==> src/rtl/uart_tx_ctrl_if.sv <==
// uart_tx_ctrl_if: byte-source request bundle and TX line/status for uart_tx_ctrl
interface uart_tx_ctrl_if;
   logic [7:0] P_Data;
   logic       Data_Valid;
   logic       Parity_Enable;
   logic       Parity_Type;
   logic       TX_OUT;
   logic       Busy;
   logic       Ready;
   modport master (output P_Data, Data_Valid, Parity_Enable, Parity_Type, input TX_OUT, Busy, Ready);
   modport slave (input P_Data, Data_Valid, Parity_Enable, Parity_Type, output TX_OUT, Busy, Ready);
endinterface

==> src/rtl/uart_tx_ctrl.sv <==
// uart_tx_ctrl: one UART frame per accepted byte (start, 8 data LSB first, optional parity, stop); `UART_TX_HOLD_REG_EN adds a one-entry holding register
module uart_tx_ctrl #(
   parameter int DATA_WIDTH = 8
) (
   input logic clk,
   input logic rst,
   uart_tx_ctrl_if.slave bus
);
   typedef enum logic [2:0] {IDLE, START, DATA, PARITY, STOP} state_t;
   state_t r_state, w_state_n;
   logic [2:0] r_cnt, w_cnt_n;
   logic [DATA_WIDTH-1:0] r_data, w_data_n, w_src_data;
   logic r_pen, w_pen_n, w_src_pen;
   logic r_par, w_par_n, w_src_par;
   logic r_tx, r_busy, r_ready;
   logic w_tx_n, w_ready_n;
   logic w_acc, w_in_par, w_load_in, w_load_h, w_load;
   assign w_acc = bus.Data_Valid & r_ready;
   assign w_in_par = bus.Parity_Type ? ~^bus.P_Data : ^bus.P_Data;
   assign bus.TX_OUT = r_tx;
   assign bus.Busy = r_busy;
   assign bus.Ready = r_ready;
`ifdef UART_TX_HOLD_REG_EN
   logic r_h_vld, w_h_vld_n, w_cap;
   logic [DATA_WIDTH-1:0] r_h_data;
   logic r_h_pen, r_h_par;
   assign w_cap = w_acc & (r_state == START || r_state == DATA || r_state == PARITY);
   assign w_load_h = (r_state == STOP) & r_h_vld;
   assign w_h_vld_n = w_cap | (r_h_vld & ~w_load_h);
   assign w_ready_n = ~w_h_vld_n;
   assign w_src_data = w_load_h ? r_h_data : bus.P_Data;
   assign w_src_pen = w_load_h ? r_h_pen : bus.Parity_Enable;
   assign w_src_par = w_load_h ? r_h_par : w_in_par;
   // holding entry: captures a request made mid-frame, released when STOP ends
   always_ff @(posedge clk or posedge rst)
      if (rst) begin
         r_h_vld <= 1'b0;
         r_h_data <= '0;
         r_h_pen <= 1'b0;
         r_h_par <= 1'b0;
      end else begin
         r_h_vld <= w_h_vld_n;
         if (w_cap) begin
            r_h_data <= bus.P_Data;
            r_h_pen <= bus.Parity_Enable;
            r_h_par <= w_in_par;
         end
      end
`else
   assign w_load_h = 1'b0;
   assign w_ready_n = (w_state_n == IDLE);
   assign w_src_data = bus.P_Data;
   assign w_src_pen = bus.Parity_Enable;
   assign w_src_par = w_in_par;
`endif
   // next state and bit counter; STOP chains into START when another byte is waiting
   always_comb begin
      w_state_n = r_state;
      w_cnt_n = r_cnt;
      w_load_in = 1'b0;
      case (r_state)
         IDLE:
            if (w_acc) begin
               w_state_n = START;
               w_load_in = 1'b1;
            end
         START: begin
            w_state_n = DATA;
            w_cnt_n = 3'd0;
         end
         DATA: begin
            w_cnt_n = r_cnt + 3'd1;
            if (r_cnt == 3'(DATA_WIDTH - 1)) w_state_n = r_pen ? PARITY : STOP;
         end
         PARITY: w_state_n = STOP;
         STOP: begin
            w_state_n = IDLE;
`ifdef UART_TX_HOLD_REG_EN
            if (r_h_vld | w_acc) begin
               w_state_n = START;
               w_load_in = ~r_h_vld;
            end
`endif
         end
         default: w_state_n = IDLE;
      endcase
   end
   assign w_load = w_load_in | w_load_h;
   assign w_data_n = w_load ? w_src_data : r_data;
   assign w_pen_n = w_load ? w_src_pen : r_pen;
   assign w_par_n = w_load ? w_src_par : r_par;
   assign w_tx_n = (w_state_n == START) ? 1'b0 : (w_state_n == DATA) ? w_data_n[w_cnt_n] : (w_state_n == PARITY) ? w_par_n : 1'b1;
   // state register
   always_ff @(posedge clk or posedge rst)
      if (rst) r_state <= IDLE;
      else r_state <= w_state_n;
   // frame registers and registered line/status outputs
   always_ff @(posedge clk or posedge rst)
      if (rst) begin
         r_cnt <= 3'd0;
         r_data <= '0;
         r_pen <= 1'b0;
         r_par <= 1'b0;
         r_tx <= 1'b1;
         r_busy <= 1'b0;
         r_ready <= 1'b1;
      end else begin
         r_cnt <= w_cnt_n;
         r_data <= w_data_n;
         r_pen <= w_pen_n;
         r_par <= w_par_n;
         r_tx <= w_tx_n;
         r_busy <= (w_state_n != IDLE);
         r_ready <= w_ready_n;
      end
endmodule
==> src/flat_wrapper.sv <==
// flat-port wrapper written by rule: the top's interface ports become plain ports
module uart_tx_ctrl_flat 
#(
   parameter int DATA_WIDTH = 8
)
  (clk, rst, bus_P_Data, bus_Data_Valid, bus_Parity_Enable, bus_Parity_Type, bus_TX_OUT, bus_Busy, bus_Ready);
  uart_tx_ctrl_if bus_i ();
  input logic clk;
  input logic rst;
  input wire logic [$bits(bus_i.P_Data)-1:0] bus_P_Data;
  input wire logic [$bits(bus_i.Data_Valid)-1:0] bus_Data_Valid;
  input wire logic [$bits(bus_i.Parity_Enable)-1:0] bus_Parity_Enable;
  input wire logic [$bits(bus_i.Parity_Type)-1:0] bus_Parity_Type;
  output wire logic [$bits(bus_i.TX_OUT)-1:0] bus_TX_OUT;
  output wire logic [$bits(bus_i.Busy)-1:0] bus_Busy;
  output wire logic [$bits(bus_i.Ready)-1:0] bus_Ready;
  assign bus_i.P_Data = bus_P_Data;
  assign bus_i.Data_Valid = bus_Data_Valid;
  assign bus_i.Parity_Enable = bus_Parity_Enable;
  assign bus_i.Parity_Type = bus_Parity_Type;
  assign bus_TX_OUT = bus_i.TX_OUT;
  assign bus_Busy = bus_i.Busy;
  assign bus_Ready = bus_i.Ready;
  uart_tx_ctrl #(.DATA_WIDTH(DATA_WIDTH)) u_core (.clk(clk), .rst(rst), .bus(bus_i));
endmodule
==> config.mk <==
export PLATFORM = sky130hd
export DESIGN_NAME = uart_tx_ctrl_flat
export DESIGN_NICKNAME = d
export VERILOG_FILES = /design/src/rtl/uart_tx_ctrl_if.sv /design/src/rtl/uart_tx_ctrl.sv /design/src/flat_wrapper.sv
export SDC_FILE = /design/constraint.sdc
export NUM_CORES = 1
export LEC_CHECK = 0
export ABC_AREA = 1
export CAP_MARGIN = 20
export CORE_AREA = 2 2 61 63
export CTS_CLUSTER_DIAMETER = 40
export CTS_CLUSTER_SIZE = 10
export DETAILED_ROUTE_END_ITERATION = 16
export DIE_AREA = 0 0 63 65
export PLACE_DENSITY_LB_ADDON = 0.05
export SETUP_SLACK_MARGIN = 0.3
export SLEW_MARGIN = 40
export SYNTH_ARGS = -nofsm -noshare
export SYNTH_HDL_FRONTEND = slang
export SYNTH_SLANG_ARGS = --single-unit
==> constraint.sdc <==
create_clock -name clk -period 3.35 [get_ports clk]
set_input_delay 0.5025 -clock clk [delete_from_list [all_inputs] [get_ports clk]]
set_output_delay 0.5025 -clock clk [all_outputs]
set_load 0.005 [all_outputs]
==> flow_summary.json, run 1 <==
{
  "drc_errors": 0,
  "area_growth_syn_to_layout_pct": 19.5,
  "synthCells": 162,
  "avgSynthCellArea_um2": 7.11,
  "crit_fanout": 1,
  "synth_area_mm2": 0.00115,
  "layout.area.seq_um2": 478,
  "critPathSlowestCell": "sky130_fd_sc_hd__dfstp_2",
  "synth_area_leader_cell": "sky130_fd_sc_hd__dfrtp_1",
  "power_share_of_the_clock_group": 0.108,
  "hold_buffers": 0,
  "pin_count_of_the_biggest_net_entering_global_routing": 20,
  "power_report.internal_total_uw": 582,
  "final_design_area_no_fill_mm2": 0.00138,
  "die_width_um": 63,
  "least_margin_pin_slew_ps": 671,
  "critPathLaunchType": "register",
  "status": "complete, no violations",
  "multi_input_area_um2": 498,
  "yosysWarningCount": 0,
  "post_drt_via_cell_ratio": 4.27,
  "synth_adder_area_share": 0.0217,
  "dieArea_mm2": 0.00410,
  "postSynthNetCount": 177,
  "synth_top_family_by_area": "simple AND/OR/NAND/NOR gates",
  "h-tree-depth": 1,
  "critical_path.cell_chain": "clkdlybuf4s50_1",
  "synth_top_area_share": 0.369,
  "power.static_leakage_uw": 0.000751,
  "net-switching-power_uw": 454,
  "rows": 22,
  "route.detailed.wl_per_inst_um": 10.5,
  "detailedRoute.firstPassIterationCount": 4,
  "synthSimpleGateAreaFrac": 0.355,
  "max_stage_delay_ps": 540,
  "cts_sinks": 19,
  "synth.ff_latch_count": 19,
  "fmaxAchievable_mhz": 551,
  "cts_tree": "done",
  "comb_power_share": 0.520,
  "fin_setup_tns_ps": 0,
  "yosysSeqAreaShare": 0.415,
  "start_util": 0.330,
  "coreArea_mm2": 0.00350,
  "finalWeightedCongestion": 0.893,
  "gr-total-overflow": 0,
  "post-route-util": 0.394,
  "synth_compound_gate_area_share": 0.0478,
  "io_buffers": 15,
  "p_seq_frac": 0.371,
  "drive_gt1_frac": 0.128,
  "synthesized_area_fraction_occupied_by_xor_and_xnor_cells": 0.00760,
  "critPathKind": "reg -> out",
  "critical_path.top_delay_family": "flip-flops",
  "crit_buf_inv": 1,
  "final-max-slew-violation-count": 0,
  "final_clock_period_utilization_by_the_worst_path": 0.542,
  "rsz_0062_raised_after_global_routing": "no",
  "design.portCount": 16,
  "critical_path_arrival_ps": 1310,
  "yosys-mux-area-fraction": 0,
  "power.share.switching": 0.438,
  "antenna_found_initial": 0,
  "timing.critical_path.to_type": "primary output",
  "worst_ir_drop_vdd_mv": 0.347,
  "layout.nets": 196,
  "total_power_uw": 1040,
  "timing.final.hold_violations": 0,
  "detailedPlacementHpwl_mm": 2.02,
  "crit_required_ps": 2850,
  "post_cts.repair.setup_buffers": 0,
  "clock-skew-final_ps": 0.831,
  "pwr_dens_mw_per_mm2": 753,
  "worst_setup_hold_path_clk_slew_ps": 100,
  "num_vias": 973,
  "clk_latency_worst_skew_pair_ps": 290,
  "post-route-worst-setup-slack_ps": 1530,
  "tritoncts.num_buffers": 3,
  "postRouteWirelength_mm": 2.40,
  "ant_nets": 0,
  "synth_cell_type_count": 22,
  "ctsLongestPathBuffers": 2,
  "fillCellCount": 379,
  "first_global_vias": 1001,
  "ctsRootBufferMaster": "sky130_fd_sc_hd__clkbuf_4",
  "layout_min_cycle_time_ps": 1820,
  "num_antenna_cells": 0,
  "hold_path_class": "reg -> reg",
  "maxCapViolCount": 0,
  "overall_fraction_of_global_route_tracks_in_use": 0.137,
  "place_ws_ps": 1290,
  "setup_viol_count_final": 0,
  "area_post_placement_mm2": 0.00135,
  "drtIter0Drc": 34,
  "ctsResizeCount": 0,
  "slew-limit-headroom": 0.550,
  "wire_length_of_the_first_global_routing_pass_mm": 4.37,
  "synth_top_cells_by_area": "sky130_fd_sc_hd__dfrtp_1 37%, sky130_fd_sc_hd__nand2_1 18%, sky130_fd_sc_hd__inv_1 12%",
  "die-height_um": 65
}
worst min-delay path, stage by stage, from the launching register on:
cell	delay, ps
sky130_fd_sc_hd__dfrtp_1	340
sky130_fd_sc_hd__nand2_1	60
sky130_fd_sc_hd__nand2_1	60
layer usage:
| layer | GRT usage | routed length (um) |
|---|---|---|
| met2 | 0.231 | 1210 |
| met4 | 0.0556 | 17 |
| met1 | 0.175 | 1130 |
| met3 | 0.0208 | 41 |
| met5 | 0 | 0 |
kinds of logic after synthesis:
logic type | Yosys count
AOI/OAI and AO/OA | 9
xor gates and xnor gates | 1
DFF | 19
adders and majority gates | 2
buffers and inverters | 45
and+or+nand+nor | 86
path summary, 6_finish.rpt:
kind | start | end | slack (ps) | cells after the start
setup / recovery | u_core.bus.TX_OUT | bus_TX_OUT | 1530 | 1
hold / removal | u_core.r_par | u_core.r_par | 490 | 2
setup reg to reg | u_core.r_cnt[0] | u_core.bus.Busy | 1680 | 8
hold reg to reg | u_core.r_par | u_core.r_par | 490 | 2
max in group asynchronous | rst | u_core.bus.TX_OUT | 2470 | 2
min in group asynchronous | rst | u_core.r_cnt[0] | 530 | 2
cells in the mapped netlist:
| cell | n |
|---|---|
| sky130_fd_sc_hd__a31oi_2 | 1 |
| sky130_fd_sc_hd__dfrtp_1 | 17 |
| sky130_fd_sc_hd__nor2_2 | 2 |
| sky130_fd_sc_hd__o21ai_0 | 1 |
| sky130_fd_sc_hd__nand3_1 | 13 |
| sky130_fd_sc_hd__dfstp_2 | 2 |
| sky130_fd_sc_hd__nand2_1 | 54 |
| sky130_fd_sc_hd__nand2_2 | 2 |
| sky130_fd_sc_hd__nor2_4 | 2 |
| sky130_fd_sc_hd__nor2_1 | 4 |
| sky130_fd_sc_hd__o21ai_1 | 5 |
| sky130_fd_sc_hd__nor3_2 | 1 |
| sky130_fd_sc_hd__xor2_1 | 1 |
| sky130_fd_sc_hd__inv_2 | 7 |
| sky130_fd_sc_hd__ha_1 | 2 |
| sky130_fd_sc_hd__nand3_2 | 2 |
| sky130_fd_sc_hd__nand4_1 | 5 |
| sky130_fd_sc_hd__a211oi_1 | 1 |
| sky130_fd_sc_hd__a21oi_1 | 1 |
| sky130_fd_sc_hd__nand3_4 | 1 |
| sky130_fd_sc_hd__inv_1 | 37 |
| sky130_fd_sc_hd__buf_6 | 1 |
state kept, by name, indices dropped and copies added, names as in the netlist:
name,cells
u_core.bus.Busy,1
u_core.r_data,8
u_core.r_par,1
u_core.r_cnt,3
u_core.bus.Ready,1
u_core.bus.TX_OUT,1
u_core.r_state,3
u_core.r_pen,1
area by class of cell:
| type | count | share of cell area |
|---|---|---|
| multi-input combinational | 98 | 0.361 |
| sequential | 19 | 0.347 |
| inverter | 44 | 0.120 |
| timing repair buffer | 15 | 0.109 |
| tap | 48 | 0.0436 |
| clock buffer | 4 | 0.0191 |
layout by cell type (no fill, tap or decap), drive strengths merged:
master	netlist	layout
nor3	1	1
ha	2	2
nand3	16	16
xor2	1	1
a31oi	1	1
clkdlybuf4s50	0	15
a211oi	1	1
dfstp	2	2
clkbuf	0	4
dfrtp	17	17
o21ai	6	6
nand4	5	5
nand2	56	56
a21oi	1	1
nor2	8	8
inv	44	43
clkinv	0	1
power by group through the flow:
stage	Sequential [uW]	Clock [uW]	Combinational (uW)
5_1_grt	398	127	635
6_report	385	112	539
3_3_place_gp	390	0	540
4_1_cts	386	124	550
3_5_place_dp	391	0	549
2_1_floorplan	383	0	418
metrics by stage:
step | hold slack, ps | cells
after floorplan | 445 | 162
final | 489 | 228
after global placement | 475 | 224
after CTS | 500 | 228
after detailed placement | 472 | 224
after global routing | 536 | 228
No activity file was read; power rests on OpenSTA's default activity.
==> inputs of run 2 (changes only) <==
Clock period 3.35 ns to 1.5 ns, I/O delays scaled along.
==> flow_summary.json, run 2 (synthesis gave the netlist of run 1 again) <==
{
  "status": "complete, no violations",
  "design.portCount": 16,
  "hold_buffers": 0,
  "hold_path_class": "in -> async",
  "drc_errors": 0,
  "power_share_of_the_clock_group": 0.081,
  "fin_setup_tns_ps": 0,
  "clk_latency_worst_skew_pair_ps": 300,
  "final_design_area_no_fill_mm2": 0.00188,
  "postRouteWirelength_mm": 2.90,
  "final_clock_period_utilization_by_the_worst_path": 0.991,
  "area_growth_syn_to_layout_pct": 63.2,
  "route.detailed.wl_per_inst_um": 10.9,
  "area_post_placement_mm2": 0.00153,
  "cts_sinks": 19,
  "num_vias": 1144,
  "multi_input_area_um2": 682,
  "setup_viol_count_final": 0,
  "rsz_0062_raised_after_global_routing": "yes",
  "io_buffers": 15,
  "power.share.switching": 0.429,
  "maxCapViolCount": 0,
  "p_seq_frac": 0.264,
  "pwr_dens_mw_per_mm2": 1790,
  "ctsLongestPathBuffers": 2,
  "gr-total-overflow": 0,
  "ant_nets": 0,
  "layout.area.seq_um2": 480,
  "post_drt_via_cell_ratio": 4.32,
  "timing.final.hold_violations": 0,
  "slew-limit-headroom": 0.812,
  "dieArea_mm2": 0.00410,
  "finalWeightedCongestion": 0.846,
  "number_of_flip_flops_under_the_largest_register_name": 8,
  "power.static_leakage_uw": 0.000987,
  "first_global_vias": 1068,
  "layout.cells.most_common": "sky130_fd_sc_hd__nand2_1",
  "ctsRootBufferMaster": "sky130_fd_sc_hd__clkbuf_4",
  "fmaxAchievable_mhz": 673,
  "start_util": 0.330,
  "final-max-slew-violation-count": 0,
  "overall_fraction_of_global_route_tracks_in_use": 0.155,
  "drive_gt1_frac": 0.447,
  "layout.nets": 233,
  "crit_required_ps": 1750,
  "detailedPlacementHpwl_mm": 1.95,
  "globalRoute.busiestLayer": "met2",
  "num_antenna_cells": 0,
  "pin_count_of_the_biggest_net_entering_global_routing": 20,
  "coreArea_mm2": 0.00350,
  "critPathKind": "reg -> reg",
  "critical_path_arrival_ps": 1730,
  "cts_tree": "done",
  "reg_top3": "u_core.r_data: 8 flops, u_core.r_cnt: 3 flops, u_core.r_state: 3 flops",
  "die_width_um": 63,
  "grt.met1_usage": 0.192,
  "wire_length_of_the_first_global_routing_pass_mm": 4.87,
  "clock-skew-final_ps": 4.77,
  "register_containing_the_most_flip_flops_in_the_final_layout": "u_core.r_data",
  "fillCellCount": 344,
  "die-height_um": 65,
  "worst_ir_drop_vdd_mv": 0.889,
  "global_route.usage.met3": 0.0243,
  "antenna_found_initial": 0,
  "comb_power_share": 0.655,
  "detailedRoute.firstPassIterationCount": 4,
  "drtIter0Drc": 20,
  "crit_fanout": 7,
  "h-tree-depth": 1,
  "worst_setup_hold_path_clk_slew_ps": 120,
  "net-switching-power_uw": 1450,
  "rows": 22,
  "tritoncts.num_buffers": 3,
  "least_margin_pin_slew_ps": 281,
  "layout_min_cycle_time_ps": 1490,
  "critPathLaunchType": "register",
  "grt_use_met2": 0.266,
  "timing.critical_path.to_type": "register",
  "layout_common_cells": "40 x sky130_fd_sc_hd__nand2_1, 31 x sky130_fd_sc_hd__inv_1, 26 x sky130_fd_sc_hd__buf_4",
  "power_report.internal_total_uw": 1930
}
-- run 2: per-layer routing --
| metal | share of wire | vias up |
|---|---|---|
| met4 | 0.0079 | 0 |
| met1 | 0.46 | 532 |
| met3 | 0.018 | 2 |
| li1 | - | 605 |
| met2 | 0.51 | 5 |
| met5 | 0 | - |
-- run 2: power by group through the flow --
| stage | sequential, uW | clock, uW | combinational, uW |
|---|---|---|---|
| 4_1_cts | 881 | 286 | 1790 |
| 5_1_grt | 915 | 320 | 2440 |
| 2_1_floorplan | 857 | 0 | 943 |
| 6_report | 891 | 272 | 2210 |
| 3_3_place_gp | 863 | 0 | 1530 |
| 3_5_place_dp | 870 | 0 | 1530 |
-- run 2: cell type report --
cell class	count	share of cell area
timing repair buffer	51	0.243
inverter	44	0.0931
multi-input combinational	99	0.363
clock buffer	4	0.0140
tap	48	0.0319
sequential	19	0.255
-- run 2: critical path, cell delays in order, from the launching register on --
cell and delay [ps]:
sky130_fd_sc_hd__dfrtp_2 470, sky130_fd_sc_hd__nor2_4 210, sky130_fd_sc_hd__nand3_4 160, sky130_fd_sc_hd__nand2_1 100
sky130_fd_sc_hd__nand2_1 70, sky130_fd_sc_hd__nand2_1 60, sky130_fd_sc_hd__nand3_1 70, sky130_fd_sc_hd__nand3_1 100
sky130_fd_sc_hd__nand3_2 80, sky130_fd_sc_hd__a21oi_2 110
-- run 2: worst paths after layout --
check	from	endpoint	slack, ps	cells after the start
worst max-delay path	u_core.r_state[1]	u_core.bus.TX_OUT	10	9
worst min-delay path	rst	u_core.r_cnt[0]	240	3
worst max register to register	u_core.r_state[1]	u_core.bus.TX_OUT	10	9
worst min register to register	u_core.r_par	u_core.r_par	520	2
max in group asynchronous	rst	u_core.bus.Ready	990	3
min in group clk	bus_Parity_Enable	u_core.r_pen	470	3
-- run 2: per-stage QoR --
step                 util  total power [uW]  setup WS (ps)  cells  hold WS (ps)
finish              0.538              3370           13.7    265           237
detailed placement  0.437              2400           -205    246           474
global route        0.538              3680          -84.7    265           260
global placement    0.437              2390           -213    246           472
CTS                 0.486              2950           4.87    256           237
floorplan               -              1800           68.5    162           175
-- run 2: what timing repair did --
action	in CTS	in global routing
gates cloned	1	0
pin swaps	12	9
setup endpoints to repair	20	21
gates resized for setup	34	34
buffers inserted	5	9
==> variant 1, RTL diff (settings of run 2) <==
The 5 states of `state_t` get a one-hot encoding in 5 bits.
--- a/src/rtl/uart_tx_ctrl.sv
+++ b/src/rtl/uart_tx_ctrl.sv
@@ -7,5 +7,5 @@
    uart_tx_ctrl_if.slave bus
 );
-   typedef enum logic [2:0] {IDLE, START, DATA, PARITY, STOP} state_t;
+   typedef enum logic [4:0] {IDLE = 5'b00001, START = 5'b00010, DATA = 5'b00100, PARITY = 5'b01000, STOP = 5'b10000} state_t;
    state_t r_state, w_state_n;
    logic [2:0] r_cnt, w_cnt_n;
Behaviour: no difference found for any inputs over 10 cycles, from zero or initial values and one cycle with rst high; not proved beyond that.
==> variant 1 against run 2 <==
The run now ends with setup timing left. Final cell count is 1.1% lower. Sequential cell count grew 2. Largest cell class unchanged. Clock skew shrank 2.7 ps. Global-route usage is 0.73 points higher. Routed wire length rose by 2.3%. Sequential share of layout area is 1.5 points higher. Combinational power fell by 9.0%. Area after synthesis up 12%. Clock power rose by 4%. Setup slack got worse by 130 ps. Total power down 5.1%. Design area increased by 4.3%.
==> variant 1: results (changes against run 2) <==
[status]
run_status=complete, but fails checks  ; was complete, no violations
violations=setup timing

[grt]
grt_pass1_wl_mm=5.13  ; was 4.87 mm
grt_pass1_vias=1190  ; was 1068
grt.met3_usage=0.0226  ; was 0.0243
grt_max_degree=22  ; was 20
met2_usage=0.293  ; was 0.266
grt_antenna_before_repair=0  ; unchanged
grt_usage=0.162  ; was 0.155
use_met1=0.190  ; was 0.192

[drt]
wl_mm=2.96  ; was 2.90 mm
wl_met1_mm=1.27  ; was 1.34 mm
drt_iter0_markers=25  ; was 20
vias_per_cell=4.48  ; was 4.32
post_drt_wl_per_cell_microns=11.3  ; was 10.9 microns
wl_met3_microns=64  ; was 52 microns
wl_met2_mm=1.56  ; was 1.48 mm

[worst_setup_path]
cp_max_fo=6  ; was 7
cp_slowest_cell=dfstp_2  ; was dfrtp_2
max_stage_delay_ps=570  ; was 470 ps
cp.arrival_ps=1870  ; was 1730 ps
r2r_start=u_core.r_state[0]  ; was u_core.r_state[1]
cp_top_family=simple AND/OR/NAND/NOR gates  ; unchanged

[sta]
worstMarginPinSlew_ps=286  ; was 281 ps
hold_ws_ps=232  ; was 237 ps
skew_ps=2.06  ; was 4.77 ps
timing.final.ws_setup_ps=-115  ; was 13.7 ps
setup_viol=3  ; was 0
tns_ps=-139  ; was 0 ps

[final_layout]
largest_reg_flops=8  ; unchanged
fin_nets=231  ; was 233
nFillCells=336  ; was 344
drive_above_1_share=0.435  ; was 0.447
top_regs=u_core.r_data x8, u_core.r_state x5, u_core.r_cnt x3  ; was u_core.r_data x8, u_core.r_cnt x3, u_core.r_state x3

[clocking]
clockBufferDepth=2  ; unchanged

[power]
combinationalPowerShare=0.628  ; was 0.655
p_int_mw=1.90  ; was 1.93 mW
comb_power_mw=2.01  ; was 2.21 mW
static-leakage-power_nw=1.00  ; was 0.987 nW
max-vdd-ir-drop_uv=700  ; was 889 uV
power_density_nw_per_um2=1630  ; was 1790 nW/um^2
p_seq_frac=0.283  ; was 0.264

[synth]
synth_commonest_cells=nand2_1, inv_1, dfrtp_1, nand3_1  ; was nand2_1, inv_1, dfrtp_1, nand3_1, inv_2
ys_types=33  ; was 22
seq_area_frac_synth=0.409  ; was 0.415
synth_area_per_cell_sq_um=8.04  ; was 7.11 sq um
synth_compound_area_frac=0.0513  ; was 0.0478
synthTopCellsByArea=dfrtp_1, nand2_1, inv_1  ; unchanged
synthXorXnorAreaFrac=0.0406  ; was 0.00760
synth_adder_area_share=0.0290  ; was 0.0217
ys_warn_count=0  ; unchanged

[place]
post-place-ws_ps=-287  ; was -205 ps
post-dp-hpwl_mm=2.05  ; was 1.95 mm
placed_cell_area_sq_um=1640  ; was 1530 sq um
dp_cells=242  ; was 246
gp_congestion=0.784  ; was 0.846

variant 1: cell types whose count changed in the layout (fill, tap and decap cells not counted), sizes merged, moves of 2 or more:
cell / delta
a21oi: +2
clkbuf: -2
clkinv: +2
inv: -4
nand2: -11
nand2b: +2
nand3b: +4
nand4: -2
o21ai: -2
xnor2: +3
xor2: +2
variant 1: final timing paths:
path,to,cells past startpoint
worst max-delay path,u_core.bus.TX_OUT,10
worst min-delay path,u_core.r_data[1],3
worst max register to register,u_core.bus.TX_OUT,10
worst min register to register,u_core.r_par,2
max in group asynchronous,u_core.bus.TX_OUT,3
min in group clk,u_core.r_pen,3
variant 1: cell type report:
type	instances	area share
inverters	41	0.0829
well taps	48	0.0306
clock buffers	3	0.0115
flip-flops and latches	21	0.270
repair buffers	49	0.216
clock inverters	1	0.00255
multi-input cells	99	0.386
variant 1: timing repair:
action                     4_1_cts  5_1_grt
gates resized for setup         29       22
gates cloned                     1        0
pin swaps                       12       12
buffers inserted                10        5
hold buffers                     0        0
setup endpoints to repair       22       23
==> variant 2, RTL diff (flow settings as in run 2) <==
Without the edit above. Build with the macro `UART_TX_HOLD_REG_EN` defined.
--- a/src/rtl/uart_tx_ctrl.sv
+++ b/src/rtl/uart_tx_ctrl.sv
@@ -1,3 +1,5 @@
 // uart_tx_ctrl: one UART frame per accepted byte (start, 8 data LSB first, optional parity, stop); `UART_TX_HOLD_REG_EN adds a one-entry holding register
+`define UART_TX_HOLD_REG_EN
+
 module uart_tx_ctrl #(
    parameter int DATA_WIDTH = 8
Check against the original RTL: not equivalent (a bounded check fails within 4 cycles, from zero or initial values and one cycle with rst high).
==> variant 2 against run 2 <==
The run now ends with setup timing left. Sequential cell count rose by 11. Largest cell class unchanged. Design area rose by 44%. Clock power rose by 91%. Setup slack got worse by 85 ps. Total power rose by 46%. Worst hold slack worse by 23 ps. Sequential share of layout area is 2.3 points higher. Final cell count increased by 25%. Routed wire length increased by 55%. Area after synthesis increased by 39%. Highest routed layer unchanged.
==> variant 2: results (changes against run 2) <==
[synth]
ys_types=30  ; was 22
synth_commonest_cells=nand2_1, inv_1, dfrtp_1, nand3_1, nor2_1  ; was nand2_1, inv_1, dfrtp_1, nand3_1, inv_2
syn-num-nets=223  ; was 177
async_reset_ff_frac=1.00  ; unchanged
synthTopCellsByArea=dfrtp_1, nand2_1, nand3_1  ; was dfrtp_1, nand2_1, inv_1
seq_area_frac_synth=0.471  ; was 0.415
ys.flop_type=dfrtp_1  ; unchanged
ys_warn_count=0  ; unchanged

[place]
placed_cell_area_sq_um=2080  ; was 1530 sq um
portBuffers=15  ; unchanged
post-dp-hpwl_mm=2.79  ; was 1.95 mm
gp_congestion=0.828  ; was 0.846

[clocking]
clock_latency_ps=350  ; was 300 ps
cts_root_buf=clkbuf_4  ; unchanged
numCtsBuffers=5  ; was 3
clk_pin_slew_worst_paths_ps=100  ; was 120 ps
htreeDepth=2  ; was 1

[drt]
drt_iter0_markers=66  ; was 20
vias_per_cell=4.90  ; was 4.32
post_drt_wl_per_cell_microns=13.5  ; was 10.9 microns
drtPass1Iterations=4  ; unchanged

[worst_hold_path]
hp-class=in2async  ; unchanged

[status]
violations=setup timing
run_status=complete, but fails checks  ; was complete, no violations

[worst_setup_path]
cp_max_fo=8  ; was 7
cp.arrival_ps=1860  ; was 1730 ps
max_stage_delay_ps=450  ; was 470 ps
cp_slowest_cell=dfrtp_2  ; unchanged

[grt]
grt_pass1_vias=1615  ; was 1068
grt_max_degree=31  ; was 20
grt_pass1_wl_mm=7.23  ; was 4.87 mm
grt_antenna_before_repair=0  ; unchanged
grt_usage=0.234  ; was 0.155

[final_layout]
fin_nets=298  ; was 233
top_regs=u_core.r_data x8, u_core.r_h_data x8  ; was u_core.r_data x8, u_core.r_cnt x3, u_core.r_state x3
nFillCells=237  ; was 344
drive_above_1_share=0.546  ; was 0.447

[power]
max-vdd-ir-drop_uv=1110  ; was 889 uV
swShare=0.414  ; was 0.429
static-leakage-power_nw=1.38  ; was 0.987 nW

[sta]
timing.final.ws_setup_ps=-71.2  ; was 13.7 ps
skew_ps=8.94  ; was 4.77 ps
setup_viol=1  ; was 0
worstMarginPinSlew_ps=233  ; was 281 ps

==> variant 2: layout make-up <==
type | instances | area (sq um) | share of cell area
clock inverter | 1 | 5.00 | 0.00184
inverter | 36 | 145 | 0.0535
timing repair buffer | 72 | 656 | 0.241
clock buffer | 7 | 55.1 | 0.0203
multi-input combinational | 138 | 1040 | 0.382
sequential | 30 | 757 | 0.279
tap | 48 | 60.1 | 0.0221
==> variant 2: worst paths after layout <==
path / cells past startpoint / startpoint / end / slack [ps]
setup / recovery: 10 / u_core.r_state[0] / u_core.bus.TX_OUT / -70
hold / removal: 3 / rst / u_core.r_h_vld / 210
setup reg to reg: 10 / u_core.r_state[0] / u_core.bus.TX_OUT / -70
hold reg to reg: 2 / u_core.r_h_data[1] / u_core.r_h_data[1] / 510
max in group asynchronous: 3 / rst / u_core.bus.TX_OUT / 1050
min in group clk: 3 / bus_P_Data[3] / u_core.r_h_data[3] / 490
==> variant 2: metrics by stage <==
step | worst slack (ps) | cells | hold slack (ps) | setup TNS, ps
5_1_grt | -128 | 332 | 234 | -206
3_3_place_gp | -158 | 305 | 469 | -353
6_report | -71.2 | 332 | 214 | -71.2
2_1_floorplan | 92.5 | 208 | 314 | 0
4_1_cts | -2.36 | 329 | 226 | -2.36
3_5_place_dp | -199 | 305 | 473 | -468
==> variant 2: kinds of logic after synthesis <==
logic type | count (synthesis) | synth area share
and+or+nand+nor | 113 | 0.320
buffers and inverters | 40 | 0.102
DFF | 30 | 0.471
AOI/OAI and AO/OA | 21 | 0.0798
adders and majority gates | 2 | 0.0156
xor gates and xnor gates | 1 | 0.00547
muxes | 1 | 0.00704
==> variant 2: layer usage <==
layer / wire [microns] / track usage
met1: 1970 / 0.280
met2: 2320 / 0.400
met3: 105 / 0.0538
met4: 103 / 0.106
met5: 0 / 0
==> variant 2: power by group through the flow <==
| stage | logic, mW | clock network (mW) | registers, mW |
|---|---|---|---|
| floorplan | 1.07 | 0 | 1.35 |
| detailed placement | 1.81 | 0 | 1.39 |
| global route | 3.22 | 0.583 | 1.48 |
| global placement | 1.76 | 0 | 1.38 |
| CTS | 2.44 | 0.533 | 1.38 |
| finish | 2.96 | 0.520 | 1.44 |
==> variant 2: repair_timing <==
item / CTS / global route
pin swaps: 17 / 14
setup endpoints to repair: 32 / 32
hold buffers: 0 / 0
setup buffers: 16 / 3
gates resized for setup: 84 / 53
==> variant 2: critical path, delay by kind of cell (launching register included) <==
kind	cells	cell delay, ps
AND/OR/NAND/NOR	9	910
flip-flops	1	450
buffers and inverters	1	180
